===== src/rtl/weave_shed_seq.sv =====
// Purpose : dobby-style shed sequencer. It replays a loaded lift table, one row per pick, with an optional twill rotation on each wrap.
// Latency : 1 cycle from the step sample edge to the shed/shed_valid update.
// Backpressure: none. Every step sampled in RUN (with ena=1 and no stop) produces exactly one pick.
// Ports: clk/rst_n (sync, active-low), ena (global hold), load_en/load_data (table fill),
//        start/stop/step (run control), twill_en (rotate per wrap); outputs shed/shed_valid,
//        pick_cnt, rows (rows loaded), state (0 IDLE, 1 LOAD, 2 RUN).
module weave_shed_seq (
    input  logic       clk,
    input  logic       rst_n,
    input  logic       ena,
    input  logic       load_en,
    input  logic [7:0] load_data,
    input  logic       start,
    input  logic       stop,
    input  logic       step,
    input  logic       twill_en,
    output logic [7:0] shed,
    output logic       shed_valid,
    output logic [7:0] pick_cnt,
    output logic [3:0] rows,
    output logic [1:0] state
);

    typedef enum logic [1:0] {
        ST_IDLE = 2'd0,
        ST_LOAD = 2'd1,
        ST_RUN  = 2'd2
    } state_t;

    state_t     state_q, state_d;
    logic [7:0] table_q [8];
    logic [7:0] table_d [8];
    logic [3:0] rows_q, rows_d;
    logic [2:0] wr_ptr_q, wr_ptr_d;
    logic [2:0] rd_ptr_q, rd_ptr_d;
    logic [2:0] shift_q, shift_d;
    logic [7:0] shed_q, shed_d;
    logic       shed_valid_q, shed_valid_d;
    logic [7:0] pick_cnt_q, pick_cnt_d;
    logic [15:0] rot_tmp;
    logic       last_row;

    // A registered pulse is masked while ena is low, so a frozen core never shows a stale valid.
    assign shed       = shed_q;
    assign shed_valid = shed_valid_q & ena;
    assign pick_cnt   = pick_cnt_q;
    assign rows       = rows_q;
    assign state      = state_q;

    // Circular left rotation: shift the doubled pattern and keep the upper byte.
    assign rot_tmp  = {table_q[rd_ptr_q], table_q[rd_ptr_q]} << shift_q;
    assign last_row = ({1'b0, rd_ptr_q} == (rows_q - 4'd1));

    always_comb begin
        state_d      = state_q;
        table_d      = table_q;
        rows_d       = rows_q;
        wr_ptr_d     = wr_ptr_q;
        rd_ptr_d     = rd_ptr_q;
        shift_d      = shift_q;
        shed_d       = shed_q;
        shed_valid_d = 1'b0;
        pick_cnt_d   = pick_cnt_q;

        unique case (state_q)
            ST_IDLE: begin
                if (load_en) begin
                    // A new load always discards the old row count and restarts at row 0.
                    table_d[0] = load_data;
                    rows_d     = 4'd1;
                    wr_ptr_d   = 3'd1;
                    state_d    = ST_LOAD;
                end else if (start && (rows_q != 4'd0)) begin
                    rd_ptr_d   = 3'd0;
                    shift_d    = 3'd0;
                    pick_cnt_d = 8'd0;
                    state_d    = ST_RUN;
                end
            end
            ST_LOAD: begin
                // The write is applied before start/stop, so a simultaneous row counts for RUN.
                if (load_en && (rows_q < 4'd8)) begin
                    table_d[wr_ptr_q] = load_data;
                    wr_ptr_d          = wr_ptr_q + 3'd1;
                    rows_d            = rows_q + 4'd1;
                end
                if (stop) begin
                    state_d = ST_IDLE;
                end else if (start) begin
                    rd_ptr_d   = 3'd0;
                    shift_d    = 3'd0;
                    pick_cnt_d = 8'd0;
                    state_d    = ST_RUN;
                end
            end
            ST_RUN: begin
                if (stop) begin
                    state_d = ST_IDLE;
                end else if (step) begin
                    shed_d       = rot_tmp[15:8];
                    shed_valid_d = 1'b1;
                    pick_cnt_d   = pick_cnt_q + 8'd1;
                    if (last_row) begin
                        rd_ptr_d = 3'd0;
                        shift_d  = twill_en ? (shift_q + 3'd1) : 3'd0;
                    end else begin
                        rd_ptr_d = rd_ptr_q + 3'd1;
                    end
                end
            end
            default: begin
                state_d = ST_IDLE;
            end
        endcase
    end

    always_ff @(posedge clk) begin
        if (!rst_n) begin
            state_q      <= ST_IDLE;
            rows_q       <= 4'd0;
            wr_ptr_q     <= 3'd0;
            rd_ptr_q     <= 3'd0;
            shift_q      <= 3'd0;
            shed_q       <= 8'd0;
            shed_valid_q <= 1'b0;
            pick_cnt_q   <= 8'd0;
            for (int i = 0; i < 8; i++) begin
                table_q[i] <= 8'd0;
            end
        end else if (ena) begin
            state_q      <= state_d;
            rows_q       <= rows_d;
            wr_ptr_q     <= wr_ptr_d;
            rd_ptr_q     <= rd_ptr_d;
            shift_q      <= shift_d;
            shed_q       <= shed_d;
            shed_valid_q <= shed_valid_d;
            pick_cnt_q   <= pick_cnt_d;
            for (int i = 0; i < 8; i++) begin
                table_q[i] <= table_d[i];
            end
        end
    end

endmodule


===== config.mk =====
export PLATFORM = sky130hd
export DESIGN_NAME = weave_shed_seq
export DESIGN_NICKNAME = d
export VERILOG_FILES = /design/src/rtl/weave_shed_seq.sv
export SDC_FILE = /design/constraint.sdc
export NUM_CORES = 1
export LEC_CHECK = 0
export ABC_CLOCK_PERIOD_IN_PS = 2500
export CAP_MARGIN = 40
export CORE_UTILIZATION = 58
export CTS_BUF_LIST = sky130_fd_sc_hd__clkbuf_4 sky130_fd_sc_hd__clkbuf_8
export DETAILED_ROUTE_END_ITERATION = 10
export PLACE_DENSITY = 0.84
export SLEW_MARGIN = 20
export SYNTH_ARGS = -nofsm -noshare
export SYNTH_HDL_FRONTEND = slang
export SYNTH_SLANG_ARGS = --single-unit
export TNS_END_PERCENT = 10

===== constraint.sdc =====
create_clock -name clk -period 2.5 [get_ports clk]
set_input_delay 0.5 -clock clk [delete_from_list [all_inputs] [get_ports clk]]
set_output_delay 0.5 -clock clk [all_outputs]
set_load 0.05 [all_outputs]

== Yosys cells after proc, flatten, opt, wreduce, memory -nomap -nowiden ==
Cells that the tools add are included.
Storage, ports and cells
  bits in registers: 96
  output and inout port bits: 23
Operators by class
  add/subtract/negate cells: 6
  $lt $le $gt $ge: 4
  eq/ne operators: 15
  shift-type cells: 1
  mux-type cells: 44
  bitwise operators: 4
  reductions and logical operators: 13
Operator list (number)
  8-bit 2-to-1 mux: 10
  64-bit bitwise mux: 1
  64-bit 2-to-1 mux: 1
  3-bit 2-to-1 mux: 13
  8-bit binary-select mux with 3-bit select: 1
  8-bit demux with 3-bit select: 1
  8-bit case mux with 3 select lines: 1
  2-bit != test, second input constant: 10
  3-bit case mux with 3 select lines: 2
  8-bit case mux with 2 select lines: 1
  16-bit by 3-bit << shifter with 16-bit output: 1
  4-bit AND reduction: 3
  2-bit 2-to-1 mux: 5
  3-bit by 1-bit adder with 3-bit output, second input constant: 3
  9-bit AND reduction: 1
  8-bit by 1-bit adder with 8-bit output, second input constant: 1
  4-bit greater-or-equal comparator, second input constant: 2
  4-bit 2-to-1 mux: 2
  3-bit NOT with 4-bit output: 2
  4-bit case mux with 2 select lines: 1
  8-bit AND reduction: 1
  3-bit != test, second input constant: 2
  2-bit case mux with 3 select lines: 1
  3-bit case mux with 2 select lines: 1
  other kinds (16): 20

== Logic depth before layout (Yosys ltp) ==
  depth after elaboration: 8
  gate-level depth with buffers: 9
  depth with buffers taken out: 8

== Least setup slack after synthesis ==
Ideal clock, no wire load.
  path type: flip-flop to flip-flop
  from: register rows_q[0], in the netlist rows[0]
  to: register shift_q[2]
  setup time: 0.070 ns
  arrival: 2.345 ns
  slack: 0.084 ns
  cell stages (with the launch flop): 9
  period minus slack after synthesis: 2.416 ns
  cells stage by stage: dfxtp_1 inv_1 ha_1 xnor2_1 nor4bb_1 o211a_1 a31oi_2 or4_1 a21oi_1
Between the ends
  word-level cells in the longest chain between the ends: 4
  elaborated cells between the ends (all ways): 7
RTL lines
  start: declaration: RTL line 33  | logic [3:0] rows_q, rows_d;
  start signal: assignment: RTL line 132  | rows_q <= rows_d;
  4-bit by 1-bit subtractor with 4-bit output or 4-bit nonzero test (tied branches): RTL line 52, 73
  3-bit by 4-bit == test with 1-bit output or 1-bit logical AND (tied branches): RTL line 52, 73
  2-bit != test (no line)
  9-bit AND reduction (no line) *
  end signal: assignment: RTL line 135  | shift_q <= shift_d;
  end: declaration: RTL line 36  | logic [2:0] shift_q, shift_d;
Every way passes the cells marked *; elsewhere a longest branch is shown, timed or not.
A chain may end at the register's enable or synchronous reset.

== Final worst setup path ==
  from: register state_q[1], in the netlist state[1]
  to: output port state[1]
RTL lines
  start: declaration: RTL line 30  | state_t state_q, state_d;
  start signal: assignment: RTL line 131  | state_q <= state_d;
  end: declaration: RTL line 21  | output logic [1:0] state
No word-level cell between the ends.

==> impl_metrics.env <==
export IMPL_grt_use_total=0.255
export IMPL_cts_setup_buffers=0
export IMPL_worstMarginPinSlew_ns=0.568
export IMPL_synth_mux_area_frac=0.279
export IMPL_yosys_top_cells_count="dfxtp_1 (96), nor2_1 (89), mux2i_1 (72), clkbuf_1 (22), mux4_1 (15)"
export IMPL_status="complete, no violations"
export IMPL_arrival_ns=1.86
export IMPL_numCtsBuffers=9
export IMPL_synth_edf_count=0
export IMPL_avgViaCountPerCell=5.81
export IMPL_path_class="flop to output port"
export IMPL_synth_most_common_cell="dfxtp_1"
export IMPL_port_buffers=38
export IMPL_synth_top_cell_by_area="dfxtp_1"
export IMPL_clkLatencyLatePin_ns=0.37
export IMPL_period_share=0.942
export IMPL_worst_path_buf_inv=1
export IMPL_synth_xor_area_frac=0.0204
export IMPL_coreArea_sq_um=7810
export IMPL_fin_crit_ns=2.36
export IMPL_synth_flop_cell="dfxtp_1"
export IMPL_wl_microns=10100
export IMPL_synth_compound_area_frac=0.0867
export IMPL_synth_simple_area_share=0.139
export IMPL_syn_num_nets=480
export IMPL_drv_slew=0
export IMPL_path_max_fanout=13
export IMPL_synth_warnings=0
export IMPL_die_x_microns=92.2
export IMPL_hold_start="shed_valid_q"
export IMPL_diodes=0
export IMPL_synth_async_reset_ratio=0
export IMPL_final_fill_count=580
export IMPL_avgSynthCellArea_sq_um=10.3
export IMPL_synth_seq_area_share=0.407
export IMPL_area_growth_pct=15.8
export IMPL_syn_area_sq_um=4720
export IMPL_row_count=32
export IMPL_fin_setup_tns_ns=0
export IMPL_synth_area_leaders="dfxtp_1 (41%), mux2i_1 (15%), mux4_1 (8.3%)"
export IMPL_required_ns=2.00
export IMPL_wl_per_cell_microns=16.9
export IMPL_clock_sinks=96
export IMPL_hold_viol=0
export IMPL_drc=0
export IMPL_cp_start_kind="flop"
export IMPL_htree_num_levels=3
export IMPL_dp_cells=581
export IMPL_nets=512
export IMPL_grt_pass1_wl_microns=16700
export IMPL_clock_root_buffer="clkbuf_8"
export IMPL_r2r_start="rows[1]"
export IMPL_critical_path_top_delay_family="buffers and inverters"
export IMPL_initial_core_util=0.605
export IMPL_path_cells="clkdlybuf4s50_1"
export IMPL_antenna_found_initial=0
export IMPL_ys_seq_elements=96
export IMPL_cts_clk_slew_worst_paths_ns=0.09
export IMPL_num_vias=3467
export IMPL_p_leak_uw=0.00230
export IMPL_grt_max_degree=73
export IMPL_hp_class="flop to flop"
export IMPL_drive_gt1_frac=0.143
export IMPL_rsz0062_at_grt="no"
export IMPL_crit_slowest_cell="clkdlybuf4s50_1"
export IMPL_postRouteAntennaNets=0
export IMPL_setup_viol=0
export IMPL_synth_cell_types=53
export IMPL_p_per_area_nw_per_um2=529
export IMPL_synthAdderAreaFrac=0.0159
export IMPL_cts_tree="done"
export IMPL_synth_top_family_by_area="multiplexers"
export IMPL_die_area_sq_um=8500
export IMPL_irDropWorstVdd_mv=0.364
export IMPL_hpwlAfterDp_microns=6850
export IMPL_final_cells=597
export IMPL_finalClockSkew_ns=0.0132
export IMPL_grt_ovfl_total=0
export IMPL_synth_top_area_frac=0.407
export IMPL_fmax_ghz=0.425
export IMPL_drt_initial_drc_count=207
export IMPL_gp_congestion=0.772
export IMPL_end_kind="output port"
export IMPL_startpoint="state[1]"
export IMPL_slew_limit_headroom=0.621
export IMPL_ioPinCount=39
export IMPL_max_cap_viol_count=0
export IMPL_cpPeakStageDelay_ns=0.89
export IMPL_die_h_microns=92.2
export IMPL_clk_path_buf_depth=2
export IMPL_firstDrtPassIters=4
export IMPL_grt_pass1_vias=3421
export IMPL_synth_cells=458
-- power by group --
group	switching [uW]	leakage, uW	internal [uW]	total [uW]
Sequential	18.8	0.000775	1540	1560
Combinational	150	0.00142	107	257
Clock	570	0.000104	504	1070
Total	738	0.00230	2150	2890
-- routing by layer --
metal	up-vias	track usage	routed length [microns]
li1	1696	-	-
met1	1668	0.310	4460
met2	77	0.425	5030
met4	0	0.139	313
met5	-	0	0
met3	26	0.0489	310
-- worst register-to-register path, cell delays in order (launching register included) --
cell and delay, ns:
dfxtp_2 0.39, inv_1 0.07, ha_1 0.22, xnor2_1 0.21, nor4bb_2 0.33, o211a_1 0.24
a31oi_2 0.16, or4_1 0.43, a21oi_1 0.14
-- registers in the layout, summed over array words and instances, names as in the netlist --
signal / cells
state: 2
wr_ptr_q: 3
rd_ptr_q: 3
table_q: 64
shed_valid_q: 1
pick_cnt: 8
shed: 8
rows: 4
shift_q: 3
-- path summary, 6_finish.rpt --
check / end / slack (ns) / cells past startpoint
worst max register to register: shift_q[2] / 0.25 / 8
worst min register to register: shed_valid_q / 0.49 / 2
worst max-delay path: state[1] / 0.14 / 1
worst min-delay path: shed_valid_q / 0.49 / 2
-- placed cells by master, fill, tap and decap left out, types with 2 or more instances in the layout --
cell,n
dfxtp_1,95
nor2_1,89
mux2i_1,72
clkdlybuf4s50_1,36
buf_4,22
mux4_1,15
o21ai_0,14
mux2_2,13
inv_1,10
nand2_1,10
clkbuf_8,10
xor2_1,9
a21oi_1,8
nand4_1,7
a221oi_1,6
ha_1,6
nor3b_1,5
o211a_1,4
inv_6,4
buf_12,4
nand3b_1,3
nor2b_1,3
a22oi_1,3
or3_1,3
mux2_1,3
and2_1,2
a31oi_1,2
nand2b_1,2
nand3_2,2
nor3_1,2
xnor2_1,2
a211oi_1,2
a221oi_2,2
and3_1,2
-- cells by family (layout without fill, tap and decap cells) --
logic type	after synthesis	count (layout)
AO/OA/AOI/OAI	51	51
XOR/XNOR	11	11
adder cells (fa/ha/maj)	6	6
buffers and inverters	52	89
flip-flops	96	96
multiplexers	104	104
AND/OR/NAND/NOR	138	138
-- through the flow --
| step | power (uW) | util | hold WS [ns] | area, sq um | worst slack (ns) |
|---|---|---|---|---|---|
| 2_1_floorplan | 1760 | - | 0.448 | 4720 | 0.0843 |
| 3_3_place_gp | 1840 | 0.672 | 0.459 | 5250 | 0.0121 |
| 3_5_place_dp | 1850 | 0.672 | 0.472 | 5250 | -0.0877 |
| 4_1_cts | 2910 | 0.699 | 0.493 | 5460 | 0.130 |
| 5_1_grt | 3020 | 0.700 | 0.518 | 5470 | 0.00601 |
| 6_report | 2890 | 0.700 | 0.492 | 5470 | 0.145 |
-- what timing repair did --
item,4_1_cts,5_1_grt
setup endpoints to repair,0,1
hold buffers,0,0
resized for setup,0,2
-- cell type report --
class,instances,area (sq um),share of cell area
multi-input cells,310,2560,0.468
repair buffers,62,606,0.111
flip-flops and latches,96,1920,0.352
clock buffers,10,138,0.0252
well taps,102,128,0.0233
inverters,11,41.3,0.00755
clock inverters,6,72.6,0.0133
No activity file was read; power rests on OpenSTA's default activity.
